$ cat config.mk
export PLATFORM = sky130hd
export DESIGN_NAME = pipelined_adder_n
export DESIGN_NICKNAME = d
export VERILOG_FILES = /design/src/rtl/adder_pkg.sv /design/src/rtl/full_adder_chunk.sv /design/src/rtl/pipelined_adder_n.sv
export SDC_FILE = /design/constraint.sdc
export NUM_CORES = 1
export LEC_CHECK = 0
export CAP_MARGIN = 25
export CORE_UTILIZATION = 60
export DETAILED_ROUTE_END_ITERATION = 7
export PLACE_DENSITY = 0.88
export SETUP_SLACK_MARGIN = 0.3
export SKIP_LAST_GASP = 1
export SLEW_MARGIN = 25
export SYNTH_ARGS = -nofsm -noshare
export SYNTH_HDL_FRONTEND = slang
export SYNTH_SLANG_ARGS = --single-unit
$ cat constraint.sdc
create_clock -name clk -period 7.9 [get_ports clk]
set_input_delay 1.58 -clock clk [delete_from_list [all_inputs] [get_ports clk]]
set_output_delay 1.58 -clock clk [all_outputs]
set_load 0.005 [all_outputs]
$ cat src/rtl/adder_pkg.sv
// Shared types and helpers for the pipelined adder/subtractor.
// Chunk sizing lives here so the top and any wrapper agree on it.
package adder_pkg;

    typedef enum logic {
        OP_ADD = 1'b0,
        OP_SUB = 1'b1
    } op_e;

    function automatic int chunk_w(input int width, input int stages);
        return width / stages;
    endfunction

endpackage

$ cat src/rtl/full_adder_chunk.sv
// Combinational W-bit ripple-carry adder; exposes the carry into the MSB
// so the last stage can form signed overflow.
module full_adder_chunk #(
    parameter int W = 8
) (
    input  logic [W-1:0] a,
    input  logic [W-1:0] b,
    input  logic         cin,
    output logic [W-1:0] sum,
    output logic         cout,
    output logic         cmsb
);

    logic [W:0] c;

    assign c[0] = cin;

    for (genvar i = 0; i < W; i++) begin : g_bit
        assign sum[i]  = a[i] ^ b[i] ^ c[i];
        assign c[i+1]  = (a[i] & b[i]) | (c[i] & (a[i] ^ b[i]));
    end

    assign cout = c[W];
    assign cmsb = c[W-1];

endmodule

$ cat src/rtl/pipelined_adder_n.sv
// Pipelined adder/subtractor: the WIDTH-bit carry chain is cut into STAGES
// registered chunks, with operand/result skew registers and a global stall.
module pipelined_adder_n
    import adder_pkg::*;
#(
    parameter int WIDTH  = 32,
    parameter int STAGES = 4
) (
    input  logic             clk,
    input  logic             rst_n,
    input  logic             in_valid,
    output logic             in_ready,
    input  logic [WIDTH-1:0] a,
    input  logic [WIDTH-1:0] b,
    input  logic             cin,
    input  logic             sub,
    output logic             out_valid,
    input  logic             out_ready,
    output logic [WIDTH-1:0] sum,
    output logic             cout,
    output logic             ovf
);

    localparam int CHUNK = chunk_w(WIDTH, STAGES);

    typedef struct packed {
        logic             carry;
        logic [WIDTH-1:0] sum;
        logic [WIDTH-1:0] a;
        logic [WIDTH-1:0] b;
    } stage_t;

    op_e              op;
    logic             advance;
    logic [STAGES:0]  vld_pipe;
    stage_t           st [STAGES];

    assign op          = op_e'(sub);
    assign vld_pipe[0] = in_valid;
    assign advance     = !(out_valid && !out_ready);
    assign in_ready    = advance;

    for (genvar k = 0; k < STAGES; k++) begin : g_stage
        logic [WIDTH-1:0] ain, bin, sin, snext;
        logic             cink;
        logic [CHUNK-1:0] s;
        logic             co, cm;
        logic             vld_q;
        stage_t           q;
        logic             unused_bits;

        if (k == 0) begin : g_first
            // Subtraction is a + ~b + 1; cin flips into a borrow.
            assign ain  = a;
            assign bin  = b ^ {WIDTH{op == OP_SUB}};
            assign cink = cin ^ (op == OP_SUB);
            assign sin  = '0;
        end else begin : g_rest
            assign ain  = st[k-1].a;
            assign bin  = st[k-1].b;
            assign cink = st[k-1].carry;
            assign sin  = st[k-1].sum;
        end

        full_adder_chunk #(.W(CHUNK)) u_chunk (
            .a    (ain[k*CHUNK +: CHUNK]),
            .b    (bin[k*CHUNK +: CHUNK]),
            .cin  (cink),
            .sum  (s),
            .cout (co),
            .cmsb (cm)
        );

        always_comb begin
            snext = sin;
            snext[k*CHUNK +: CHUNK] = s;
        end

        always_ff @(posedge clk or negedge rst_n) begin
            if (!rst_n) begin
                vld_q <= 1'b0;
                q     <= '0;
            end else if (advance) begin
                vld_q   <= vld_pipe[k];
                q.carry <= co;
                q.sum   <= snext;
                q.a     <= ain;
                q.b     <= bin;
            end
        end

        assign vld_pipe[k+1] = vld_q;
        assign st[k]         = q;

        if (k == STAGES - 1) begin : g_last
            logic ovf_q;
            always_ff @(posedge clk or negedge rst_n) begin
                if (!rst_n)       ovf_q <= 1'b0;
                else if (advance) ovf_q <= cm ^ co;
            end
            assign ovf         = ovf_q;
            assign unused_bits = ^{q.a, q.b};
        end else begin : g_mid
            assign unused_bits = cm;
        end
    end

    assign out_valid = vld_pipe[STAGES];
    assign sum       = st[STAGES-1].sum;
    assign cout      = st[STAGES-1].carry;

endmodule

# After elaboration in Yosys (flattened, before gate mapping)

Index checks and enable logic that the tools add are counted.

Latch bits: 0
Memory bits (writable): 0
Logic and storage cells: 185
Bits of input ports: 70
Register bits after elaboration: 281
Memories kept: 0
Output and inout port bits: 36
Bits in read-only memories: 0

Shifts and indexed selects: 0
Div/mod/pow operators: 0
Bitwise logic cells: 163
Add/sub/neg operators: 0
Multiply operators: 0
Eq/ne operators: 0
Muxes and demuxes: 0
Order comparisons: 0
Reductions and logical operators: 3

Operator list:

| kind                | number |
|---|---|
| $xor A1 B1 Y1       | 66 |
| $and A1 B1 Y1       | 64 |
| $or A1 B1 Y1        | 32 |
| $xor A32 B32 Y32    | 1 |
| $logic_not A1 Y1    | 2 |
| $logic_and A1 B1 Y1 | 1 |

# Depth between registers and ports, before layout

Depth after elaboration: 18
Mapped depth: 14
Mapped depth without buffers: 13

# Hierarchy

From an unflattened synthesis, not the netlist that was laid out.

Cell total of the unflattened synthesis: 502
Area total of the unflattened synthesis: 8,328.0 µm²

Modules (own cells, without submodules):

| module            | cells each | seq. area each (µm²) | area each (µm²) | instances |
|---|---|---|---|---|
| pipelined_adder_n | 430        | 4,629.4              | 7,537.2         | 1 |
| full_adder_chunk  | 18         | 0.0                  | 197.7           | 4 |

# Worst setup path before layout

OpenSTA, ideal clock, no wires.

Kind: in2reg
From: input port sub
To: register g_stage[0].q, in the netlist g_stage[1].sin[7]
Data arrival time: 5,226 ps
Library setup time: 125 ps
Stages on the path: 14
Path slack: 2,549 ps
Buffers on the path: 2
Data required time: 7,775 ps
Cell sequence: buf_2 > buf_2 > xor2_1 > fa_1 > fa_1 > inv_1 > fa_1 > fa_1 > fa_1 > fa_1 > fa_1 > inv_1 > fa_1 > mux2_4

Word-level cells in the longest chain between the ends: 17
Elaborated cells on any way between the ends: 32
Classes of those cells: 32 x bitwise

RTL lines:

| item                      | RTL line                | source |
|---|---|---|
| start, declared           | pipelined_adder_n.sv:16 | `input logic sub,` |
| $xor A32 B32 Y32          | pipelined_adder_n.sv:55 | `assign bin = b ^ {WIDTH{op == OP_SUB}};` |
| $xor A1 B1 Y1             | full_adder_chunk.sv:20  | `assign c[i+1] = (a[i] & b[i]) \| (c[i] & (a[i] ^ b[i]));` |
| $and A1 B1 Y1             | full_adder_chunk.sv:20  |  |
| $or A1 B1 Y1              | full_adder_chunk.sv:20  |  |
| $and A1 B1 Y1             | full_adder_chunk.sv:20  |  |
| $or A1 B1 Y1              | full_adder_chunk.sv:20  |  |
| $and A1 B1 Y1             | full_adder_chunk.sv:20  |  |
| $or A1 B1 Y1              | full_adder_chunk.sv:20  |  |
| [2 not listed]            | --                      |  |
| $and A1 B1 Y1             | full_adder_chunk.sv:20  |  |
| $or A1 B1 Y1              | full_adder_chunk.sv:20  |  |
| $and A1 B1 Y1             | full_adder_chunk.sv:20  |  |
| $or A1 B1 Y1              | full_adder_chunk.sv:20  |  |
| $and A1 B1 Y1             | full_adder_chunk.sv:20  |  |
| $or A1 B1 Y1              | full_adder_chunk.sv:20  |  |
| $xor A1 B1 Y1 *           | full_adder_chunk.sv:19  | `assign sum[i] = a[i] ^ b[i] ^ c[i];` |
| named net g_stage[0].s[7] | pipelined_adder_n.sv:46 | `logic [CHUNK-1:0] s;` |
| end, declared             | pipelined_adder_n.sv:49 | `stage_t q;` |

The timed path passes the listed nets; every way through them passes the cells marked *.
A chain may end at the register's enable or synchronous reset.

# Final worst setup path

From: input port out_ready
To: output port in_ready

Word-level cells in the longest chain between the ends: 3

RTL lines:

| item                | RTL line                | source |
|---|---|---|
| start, declared     | pipelined_adder_n.sv:18 | `input logic out_ready,` |
| $logic_not A1 Y1    | pipelined_adder_n.sv:40 | `assign advance = !(out_valid && !out_ready);` |
| $logic_and A1 B1 Y1 | pipelined_adder_n.sv:40 |  |
| $logic_not A1 Y1    | pipelined_adder_n.sv:40 |  |
| end, declared       | pipelined_adder_n.sv:12 | `output logic in_ready,` |

Every way passes these cells.

==> results.yml <==
finish:
  layout-drive-gt1-share: 0.328
  num-fill-cells: 844
  diodes_inserted: 0
  num-nets-final: 711
  area_delta_synth_final_pct: 20.2
cts:
  ctsResizeCount: 0
  htree_levels: 4
  tritoncts_clock_tree: "built"
  cts_setup_buffers: 0
  clkSlewWorstSetupHoldPaths_ns: 0.06
  numCtsBuffers: 17
  cts.sink_count: 185
  insertion_delay_ns: 0.43
  clock_root_cell: "clkbuf_16"
  holdBufCountCts: 0
  cts.path.max_buffers: 2
yosys:
  synthDominantAreaCellType: "dfrtp_1"
  synth.yosys.seq_area_share: 0.556
  syn_avg_cell_area_sq_um: 16.5
  postSynth.topFlopCell: "dfrtp_1"
  edff_count_synth: 0
  ys_seq_elements: 185
  top_post_synthesis_cells_by_area: "dfrtp_1 56%, mux2_4 13%, mux2_2 13%"
  yosysTopAreaCellShare: 0.556
  synth.net_count: 608
  yosysWarnings: 0
  netlist_area_sq_um: 8330
  synth.lib_cells_used.distinct: 19
  synth.most_common_cell: "dfrtp_1"
  async_flop_share: 1.00
  netlist_instances: 506
  yosys-top-cells-count: "185 x dfrtp_1, 93 x mux2_2, 70 x mux2_4"
timing:
  slew_viol_final: 0
  hold_slack_ns: 0.474
  setup_slack_ns: 2.66
  final_tns_setup_ns: 0
  tcrit_tclk_final: 0.663
  timing_worst_slew_pin_value_ns: 1.03
  timing_hold_violations_final: 0
  grt_setup_unrepaired: "false"
  max_clock_freq_ghz: 0.191
  finalWorstPathRequiredPeriod_ns: 5.24
  report.final.setup_viol: 0
  worst_slew_margin_rel: 0.312
  finalClockSkew_ns: 0.00740
detailed_routing:
  drt-wirelength-per-cell_um: 17.9
  vias_per_cell: 5.27
  routedLengthMet1_um: 6330
  drt-initial-drc-count: 354
  wl_met2_um: 7180
  final_antenna_violating_net_count: 0
  wire_length_on_met3_um: 494
  drt_pre_antenna_iters: 4
  drt_drc_violations_left: 0
  routed.top_layer: "met4"
  routed-via-count: 4203
  routed_wl_um: 14300
worst_setup_path:
  cp_data_required_time_ns: 6.32
  start_kind: "input pin"
  timing_worst_setup_path_type: "in2out"
  path_max_fanout: 73
  critical_path.endpoint_type: "output port"
  data_arrival_time_of_the_worst_path_ns: 3.66
die:
  core_region_area_sq_um: 13400
  initial_core_util: 0.621
  design.portCount: 106
  die_width_um: 120
  area_of_the_die_sq_um: 14400
  placementRows: 42
  die-height_um: 120
pwr:
  p_sw_frac: 0.283
  sequentialPowerShare: 0.415
  finalPower_mw: 3.98
  p_sw_mw: 1.13
  power.density_nw_per_um2: 398
  p_clk_frac: 0.233
  p_comb_frac: 0.352
  internal-power_mw: 2.86
  vdd.ir_drop.worst_uv: 231
  power.leakage_nw: 4.40
placement:
  hpwl_um: 9370
  dpl_worst_slack_ns: 2.30
  globalplace.congestion: 0.778
  number_of_buffers_inserted_by_port_buffering: 105
global_routing:
  first_global_vias: 4622
  grt_usage: 0.224
  first_pass_grt_wire_length_um: 24000
  grt-ovfl-total: 0
  grt_start_max_net_pins: 102
  grt_antenna_before_repair: 0
job:
  max_cap_violations: 0
hold_path:
  hp-class: "reg2reg"
status:
  run_status: "complete, no violations"
-- worst paths after layout --
path                            slack [ns]               start  depth (start not counted)                 end
worst max-delay path                  2.66           out_ready                          5            in_ready
worst min-delay path                  0.47    g_stage[2].vld_q                          1           out_valid
max in group asynchronous             5.48               rst_n                          2  g_stage[1].ain[15]
worst max register to register        3.99  g_stage[3].ain[24]                         13                 ovf
worst min register to register        0.47    g_stage[2].vld_q                          1           out_valid
min in group asynchronous             1.23               rst_n                          1             sum[20]
-- cells by family (layout without fill, tap and decap cells) --
| kind of cell | Yosys count | in the layout | synth area share |
|---|---|---|---|
| adder cells (fa/ha/maj) | 32 | 32 | 0.0769 |
| XOR/XNOR | 34 | 34 | 0.0358 |
| multiplexers | 170 | 170 | 0.261 |
| buffers and inverters | 55 | 171 | 0.0478 |
| flip-flops | 185 | 185 | 0.556 |
| AND/OR/NAND/NOR | 16 | 16 | 0.0141 |
| AO/OA/AOI/OAI | 14 | 14 | 0.00841 |
-- sequential cells by signal (all words and copies together), names as in the netlist --
register / flops
g_stage.bin: 48
g_stage.cink: 3
g_stage.ain: 48
out_valid: 1
g_stage.sin: 48
cout: 1
g_stage.vld_q: 3
ovf: 1
sum: 32
-- power groups by stage --
stage	clock network (mW)	logic, mW	registers, mW
3_3_place_gp	0	1.35	1.63
6_report	0.930	1.40	1.65
3_5_place_dp	0	1.41	1.67
2_1_floorplan	0	1.03	1.58
4_1_cts	0.944	1.43	1.66
5_1_grt	0.983	1.55	1.71
-- layer usage --
layer | up-vias | track usage
met4 | 0 | 0.0875
li1 | 1907 | -
met5 | - | 0
met1 | 2192 | 0.303
met2 | 85 | 0.353
met3 | 19 | 0.0542
-- per-stage QoR --
| stage | cell area (sq um) | instances | util |
|---|---|---|---|
| finish | 10000 | 798 | 0.747 |
| global route | 10000 | 798 | 0.747 |
| CTS | 10000 | 798 | 0.747 |
| detailed placement | 9360 | 766 | 0.698 |
| global placement | 9360 | 766 | 0.698 |
| floorplan | 8330 | 506 | - |
-- worst max-delay path, cell delays in order --
cell and delay, ns:
clkdlybuf4s50_1 0.46, buf_4 0.22, nor2b_4 0.07, inv_4 0.63
clkdlybuf4s50_1 0.65
-- placed cells by master (no fill, tap or decap), types with 3 or more instances in the layout --
cell,synthesis,layout
fa_1,32,32
xnor2_1,8,8
nor3b_1,14,14
mux2_4,70,70
bufinv_16,0,5
a21oi_1,14,14
clkdlybuf4s50_1,0,103
clkinv_2,0,5
inv_1,28,28
mux2_1,5,5
clkbuf_16,0,17
xor2_1,26,26
clkbuf_8,0,3
dfrtp_1,185,185
buf_4,0,4
mux2_2,93,93
-- cell type report --
cell class	instances	area (sq um)	area share
Inverter	29	111	0.0111
Timing Repair Buffer	110	1090	0.109
Clock inverter	13	199	0.0199
Clock buffer	19	453	0.0452
Sequential cell	185	4630	0.462
Tap cell	176	220	0.0220
Multi-Input combinational cell	266	3310	0.330
Power figures use the tool's default switching activity.
